## config.mk

```make
export PLATFORM = sky130hd
export DESIGN_NAME = mem_port_arbiter
export DESIGN_NICKNAME = d
export VERILOG_FILES = /design/src/rtl/mem_port_arbiter.sv
export SDC_FILE = /design/constraint.sdc
export NUM_CORES = 1
export LEC_CHECK = 0
export CORE_MARGIN = 2
export CORE_UTILIZATION = 41
export DETAILED_ROUTE_END_ITERATION = 7
export DONT_BUFFER_PORTS = 1
export SYNTH_ARGS = -nofsm -noshare
export SYNTH_HDL_FRONTEND = slang
export SYNTH_SLANG_ARGS = --single-unit
```

## constraint.sdc

```tcl
create_clock -name clk -period 2.2 [get_ports clk]
set_input_delay 0.44 -clock clk [delete_from_list [all_inputs] [get_ports clk]]
set_output_delay 0.44 -clock clk [all_outputs]
set_load 0.02 [all_outputs]
```

## src/rtl/mem_port_arbiter.sv

```systemverilog
// mem_port_arbiter: round-robin arbiter that hands one shared memory unit to
// NUM_PORTS requesters, issues a one-cycle execute strobe, waits for the
// result (with an optional watchdog) and returns a per-port completion pulse.
//
// state  | meaning
// -------+-----------------------------------------------------------------
// IDLE   | no operation in flight; grant when powered, memory ready, request
// ISSUE  | mem_execute high for this single cycle
// WAIT   | waiting for mem_ready; first cycle ignored (memory still idle)
// DONE   | req_done[grant_id] (and req_err on timeout) high; pointer advances
module mem_port_arbiter #(
   parameter int NUM_PORTS = 2,
   parameter int ADDR_W    = 16,
   parameter int DATA_W    = 32,
   parameter int TIMEOUT   = 255
) (
   input  logic                           clk,
   input  logic                           rst,
   input  logic                           power,
   input  logic [NUM_PORTS-1:0]           req_execute,
   input  logic [2*NUM_PORTS-1:0]         req_func,
   input  logic [ADDR_W*NUM_PORTS-1:0]    req_addr0,
   input  logic [ADDR_W*NUM_PORTS-1:0]    req_addr1,
   input  logic [4*NUM_PORTS-1:0]         req_type_info,
   output logic [NUM_PORTS-1:0]           req_done,
   output logic [NUM_PORTS-1:0]           req_err,
   output logic [ADDR_W-1:0]              resp_addr,
   output logic [DATA_W-1:0]              resp_data,
   output logic [$clog2(NUM_PORTS)-1:0]   grant_id,
   output logic                           busy,
   output logic [1:0]                     mem_func,
   output logic [ADDR_W-1:0]              mem_addr0,
   output logic [ADDR_W-1:0]              mem_addr1,
   output logic [3:0]                     mem_type_info,
   output logic                           mem_execute,
   input  logic [ADDR_W-1:0]              mem_addr_out,
   input  logic [DATA_W-1:0]              mem_data_out,
   input  logic                           mem_ready
);

   localparam int GID_W = $clog2(NUM_PORTS);
   // Counter only needs to reach TIMEOUT-1; it saturates when the watchdog is off.
   localparam int CNT_W = (TIMEOUT > 1) ? $clog2(TIMEOUT) : 1;
   localparam logic [CNT_W-1:0] CNT_LAST = CNT_W'((TIMEOUT > 0) ? TIMEOUT - 1 : 0);
   localparam logic [CNT_W-1:0] CNT_MAX  = '1;
   localparam logic [GID_W-1:0] GID_LAST = GID_W'(NUM_PORTS - 1);

   typedef enum logic [1:0] {S_IDLE, S_ISSUE, S_WAIT, S_DONE} state_t;

   state_t              state_q;
   logic [GID_W-1:0]    ptr_q;
   logic [GID_W-1:0]    grant_id_q;
   logic [CNT_W-1:0]    wait_cnt_q;
   logic                mem_execute_q;
   logic [1:0]          mem_func_q;
   logic [ADDR_W-1:0]   mem_addr0_q;
   logic [ADDR_W-1:0]   mem_addr1_q;
   logic [3:0]          mem_type_info_q;
   logic [ADDR_W-1:0]   resp_addr_q;
   logic [DATA_W-1:0]   resp_data_q;
   logic [NUM_PORTS-1:0] req_done_q;
   logic [NUM_PORTS-1:0] req_err_q;

   logic                any_req;
   logic [GID_W-1:0]    sel;

   function automatic logic [GID_W-1:0] rr_idx(input logic [GID_W-1:0] base, input int off);
      int s;
      s = int'(base) + off;
      if (s >= NUM_PORTS) s = s - NUM_PORTS;
      return GID_W'(s);
   endfunction

   // Round-robin pick: scan downward so the port closest to ptr wins.
   always_comb begin
      sel     = ptr_q;
      any_req = 1'b0;
      for (int i = NUM_PORTS - 1; i >= 0; i--) begin
         if (req_execute[rr_idx(ptr_q, i)]) begin
            sel     = rr_idx(ptr_q, i);
            any_req = 1'b1;
         end
      end
   end

   // Sequencing FSM with all outputs registered.
   always_ff @(posedge clk) begin
      if (rst) begin
         state_q         <= S_IDLE;
         ptr_q           <= '0;
         grant_id_q      <= '0;
         wait_cnt_q      <= '0;
         mem_execute_q   <= 1'b0;
         mem_func_q      <= '0;
         mem_addr0_q     <= '0;
         mem_addr1_q     <= '0;
         mem_type_info_q <= '0;
         resp_addr_q     <= '0;
         resp_data_q     <= '0;
         req_done_q      <= '0;
         req_err_q       <= '0;
      end else begin
         mem_execute_q <= 1'b0;
         req_done_q    <= '0;
         req_err_q     <= '0;
         case (state_q)
            S_IDLE: begin
               if (power && mem_ready && any_req) begin
                  grant_id_q      <= sel;
                  mem_func_q      <= req_func[2*int'(sel) +: 2];
                  mem_addr0_q     <= req_addr0[ADDR_W*int'(sel) +: ADDR_W];
                  mem_addr1_q     <= req_addr1[ADDR_W*int'(sel) +: ADDR_W];
                  mem_type_info_q <= req_type_info[4*int'(sel) +: 4];
                  mem_execute_q   <= 1'b1;
                  state_q         <= S_ISSUE;
               end
            end
            S_ISSUE: begin
               wait_cnt_q <= '0;
               state_q    <= S_WAIT;
            end
            S_WAIT: begin
               if (wait_cnt_q != '0 && mem_ready) begin
                  resp_addr_q            <= mem_addr_out;
                  resp_data_q            <= mem_data_out;
                  req_done_q[grant_id_q] <= 1'b1;
                  state_q                <= S_DONE;
               end else if (TIMEOUT > 0 && wait_cnt_q == CNT_LAST) begin
                  resp_data_q            <= '0;
                  req_done_q[grant_id_q] <= 1'b1;
                  req_err_q[grant_id_q]  <= 1'b1;
                  state_q                <= S_DONE;
               end else if (wait_cnt_q != CNT_MAX) begin
                  wait_cnt_q <= wait_cnt_q + 1'b1;
               end
            end
            S_DONE: begin
               ptr_q   <= (grant_id_q == GID_LAST) ? '0 : grant_id_q + 1'b1;
               state_q <= S_IDLE;
            end
            default: state_q <= S_IDLE;
         endcase
      end
   end

   assign busy          = (state_q != S_IDLE);
   assign grant_id      = grant_id_q;
   assign mem_execute   = mem_execute_q;
   assign mem_func      = mem_func_q;
   assign mem_addr0     = mem_addr0_q;
   assign mem_addr1     = mem_addr1_q;
   assign mem_type_info = mem_type_info_q;
   assign resp_addr     = resp_addr_q;
   assign resp_data     = resp_data_q;
   assign req_done      = req_done_q;
   assign req_err       = req_err_q;

endmodule

```

==> Word level (Yosys, flattened, before mapping) <==
Index checks and enable logic that the tools add are counted.
{ "classes": {"addsub": 5, "n_lt_le_gt_ge": 6, "n_eq_ne": 10, "n_shift": 4, "muxes": 26, "bitwise_logic": 2, "reduce_logical": 17} }
{ "ops": {"columns": ["operator", "count"], "rows": [
  ["$mux 32", 2],
  ["$shiftx 32x6->16", 2],
  ["$mux 8", 3],
  ["$pmux 8 s2", 1],
  ["$mux 1", 13],
  ["$mux 2", 5],
  ["$add 8x1->8 const B", 1],
  ["$eq 8x8->1 const B", 1],
  ["$ne 2x2->1 const B", 4],
  ["$ne 8x8->1 const B", 1],
  ["$pmux 2 s4", 1],
  ["$reduce_and 2->1", 4],
  ["$reduce_bool 8->1", 1],
  ["$shiftx 8x4->4", 1],
  ["$lt 1x2->1 const B", 3],
  ["$reduce_bool 2->1", 3],
  ["$eq 2x2->1 const B", 2],
  ["$logic_and 1x1->1", 4],
  ["$reduce_and 4->1", 1],
  ["$reduce_or 2->1", 2],
  ["$shiftx 4x3->2", 1],
  ["$ne 3x3->1 const B", 1],
  ["$reduce_or 3->1", 1],
  ["$add 1x1->2 const B", 1],
  ["other kinds (9)", 11]
]} }
{ "totals": {"reg_bits": 103, "input_bits": 130, "output_inout_bits": 93, "word_cells": 83} }

==> Longest topological paths before layout <==
{ "logic_depth": {"depth_word": 10, "mapped_depth": 8, "mapped_depth_nobuf": 6} }

==> Worst setup path before layout <==
OpenSTA, ideal clock, no wires.
{ "synth_path": {"path_kind": "register -> register", "startpoint": "reg wait_cnt_q[0]", "endpoint": "reg wait_cnt_q[7]", "setup_time_ns": 0.116, "arrival_time_ns": 1.728, "t_required_ns": 2.084, "path_slack_ns": 0.356, "stages_incl_launch_ff": 8, "path_buffers": 1, "period_less_slack_ns": 1.844, "cell_sequence": "dfxtp_1 > inv_1 > ha_1 > or4b_4 > o21ai_4 > buf_6 > a41oi_1 > a41o_1"} }
{ "synth_between": {"elab_chain_len": 5, "word_cells_on_any_way": 13, "cone_classes": "1 x add/sub; 5 x eq/ne; 4 x mux; 3 x reduce/logical"} }
{ "synth_rtl": {"columns": ["item", "line_no", "rtl"], "rows": [
  ["from (decl)", "53", "logic [CNT_W-1:0] wait_cnt_q;"],
  ["from (signal assigned)", "134", "wait_cnt_q <= wait_cnt_q + 1'b1;"],
  ["$add 8x1->8", "134", null],
  ["$mux 8", "133", "end else if (wait_cnt_q != CNT_MAX) begin"],
  ["$mux 8", "128", "end else if (TIMEOUT > 0 && wait_cnt_q == CNT_LAST) begin"],
  ["$mux 8", "123", "if (wait_cnt_q != '0 && mem_ready) begin"],
  ["$pmux 8 s2", "106", "case (state_q)"]
]} }
Several ways; a longest one is shown, not always the timed one. The select of a mux whose other input is x is not followed.
A chain may end at the register's enable or synchronous reset.

==> Final worst setup path <==
{ "layout_path": {"startpoint": "reg wait_cnt_q[0]", "endpoint": "reg resp_data_q[15], in the netlist resp_data[15]"} }
{ "layout_between": {"elab_chain_len": 4, "word_cells_on_any_way": 6, "cone_classes": "1 x eq/ne; 1 x mux; 4 x reduce/logical"} }
{ "layout_rtl": {"columns": ["item", "line_no", "rtl"], "rows": [
  ["$reduce_bool 8->1", "123", null],
  ["$logic_and 1x1->1", "123", null],
  ["$reduce_bool 2->1 (no line)", null, null],
  ["$reduce_and 2->1 (no line)", null, null],
  ["to (signal assigned)", "125", "resp_data_q <= mem_data_out;"],
  ["to (decl)", "60", "logic [DATA_W-1:0] resp_data_q;"]
]} }
Several ways; a longest one is shown, not always the timed one.

==> out/metrics.cfg <==
[status]
status = complete, no violations

[synth]
post-synth-top-area-fraction_pct = 47.9
syn_nets = 629
yosys.area.top_type = dfxtp_1
yosys-top-cells-count = dfxtp_1, nand2_1, a21oi_1
synth-edff-count = 0
ys_types = 40
ys_seq_area_share_pct = 47.9
yosys.cell_count.top_type = dfxtp_1
async_flop_share_pct = 0
syn_area_sq_um = 4310
yosys-top-cells-area = dfxtp_1, mux2i_1, a211oi_1, nand2_1, a21oi_1
yosysWarnings = 0
syn_avg_cell_area_sq_um = 8.76
synthCells = 492
ys_seq_elements = 103
ys.flop_type = dfxtp_1

[placement]
place_ws_ps = 220
port_buffers = 0
hpwl_um = 7570
gp_congestion = 0.805

[floorplanning]
pin_count = 223
die_w_um = 107
start_util_pct = 41.9
core_area_sq_um = 10300
die_height_um = 107
row_count = 37
die_area_sq_um = 11300

[worst_setup_path]
critPathBufInv = 2
crit_path_end_kind = flop
cp-startpoint = wait_cnt_q[0]
r2r-start = wait_cnt_q[0]
cpPeakStageDelay_ps = 490
r2r_cells = 7
start_kind = flop
cp.arrival_ps = 2310
critPathRequiredTime_ps = 2490
r2r_end = resp_data[15]
cp.depth = 7
ff2ff_setup_slack_ps = 180
path_max_fanout = 36
critPathKind = reg -> reg
path_cells = inv_1 > ha_1 > or4b_4 > o21ai_4 > buf_12 > nand3_1 > a21oi_1
slowest_stage = or4b_4
critPathCapture = resp_data[15]
cp_top_family = simple AND/OR/NAND/NOR gates

[clock_tree]
cts-root-buf = clkbuf_8
ctsHoldBuffers = 0
postCtsSetupRepairBufs = 0
cts_buffers = 9
clock_path_buffers = 2
worstSkewPairLatency_ps = 360
path_clk_slew_ps = 100
cts_tree = done
cts_sinks = 103
h-tree-depth = 3
cts_resized = 0

[timing]
holdWs_ps = 168
clock.fmax_mhz = 494
period_share_pct = 92.0
setup_slack_ps = 177
finClkSkew_ps = 7.96
worst_pin_slew_ps = 446
setup_viol = 0
rsz0062_at_grt = no
period_needed_ps = 2020
hold_violations = 0
final.setup.tns_ps = 0
maxSlewHeadroom_pct = 70.2
maxSlewViolCount = 0

[grt]
antenna_found_initial = 0
grt-ovfl-total = 0
grt_pass1_vias = 3134
grt.total_usage_pct = 17.4
grt_pass1_wl_um = 15900
grt_max_degree = 102

[detailed_routing]
dr.first_iter.drc_count = 279
wl_per_cell_um = 17.1
dr.pass1.iters = 4
via_count = 3480
route.detailed.drc = 0
drt-vias-per-instance = 5.66
final_antenna_net_count = 0
drt_wl_total_um = 10500

[power]
power.leakage_nw = 1.57
power_density_nw_per_um2 = 926
ir_worst_vdd_mv = 0.420

[final_layout]
antenna_cells = 0
nets = 611
drive_above_1_share_pct = 6.89
area_growth_syn_to_layout_pct = 9.35

[worst_hold_path]
hold_class = in -> reg

[run]
drv_cap = 0

## worst min-delay path by stage
stage / from / end / slack (ps) / depth (start not counted)
2_1_floorplan: ptr_q / ptr_q / 460 / 2
3_3_place_gp: ptr_q / ptr_q / 490 / 2
3_5_place_dp: ptr_q / ptr_q / 500 / 2
4_1_cts: rst / resp_data[9] / 120 / 1
5_1_grt: rst / ptr_q / 130 / 1
6_report: rst / ptr_q / 170 / 1
## layout by cell type (no fill, tap or decap), drive strengths merged, types with 2 or more instances in the layout
cell / synthesis / final
and3: 2 / 2
nand2b: 6 / 6
inv: 10 / 11
a41oi: 5 / 5
nand3: 36 / 36
bufinv: 0 / 3
a31oi: 3 / 3
nand2: 70 / 70
a211oi: 38 / 38
a21oi: 50 / 50
nor3: 5 / 5
clkinv: 0 / 2
o21ai: 3 / 3
dfxtp: 103 / 103
a22o: 5 / 5
a32o: 2 / 2
mux2i: 41 / 41
ha: 7 / 7
buf: 17 / 11
a21boi: 2 / 2
nor2: 48 / 48
clkbuf: 23 / 9
## layer usage
metal	up-vias	track usage (%)	routed length [um]
met5	-	0	0
met2	177	29.6	5060
met1	1600	20.5	4180
met4	0	4.45	109
met3	8	6.93	1180
li1	1695	-	-
## cells by family after synthesis
logic type	Yosys count	share of synthesized area (%)
AO/OA/AOI/OAI	114	17.5
multiplexers	42	9.79
adder cells (fa/ha/maj)	8	2.26
buffers and inverters	50	4.97
flip-flops	103	47.9
AND/OR/NAND/NOR	175	17.7
## flip-flops by register name (all words and copies together), names as in the netlist
signal	count
req_err	2
resp_addr	16
mem_addr1	16
mem_type_info	4
ptr_q	1
state_q	2
mem_execute	1
grant_id	1
mem_addr0	16
req_done	2
wait_cnt_q	8
resp_data	32
mem_func	2
## cell type report
cell class | count | area (sq um)
clock inverters | 7 | 120
clock buffers | 9 | 124
inverters | 10 | 37.5
multi-input cells | 339 | 2050
flip-flops and latches | 103 | 2060
repair buffers | 11 | 145
well taps | 136 | 170
fillers | 1007 | 5570
## per-stage QoR
| step | power [mW] | instance area [sq um] | utilization, % | instances |
|---|---|---|---|---|
| 6_report | 4.36 | 4710 | 45.8 | 615 |
| 5_1_grt | 4.59 | 4710 | 45.8 | 615 |
| 4_1_cts | 4.42 | 4710 | 45.8 | 615 |
| 3_5_place_dp | 3.02 | 4470 | 43.5 | 599 |
| 3_3_place_gp | 2.99 | 4470 | 43.5 | 599 |
| 2_1_floorplan | 2.83 | 4310 | - | 492 |
## report_power, final
part	total (mW)	internal (mW)	switching, mW
Sequential	2.25	2.00	0.246
Combinational	0.720	0.314	0.406
Clock	1.40	0.759	0.638
Total	4.36	3.07	1.29
No activity file was read; power rests on OpenSTA's default activity.
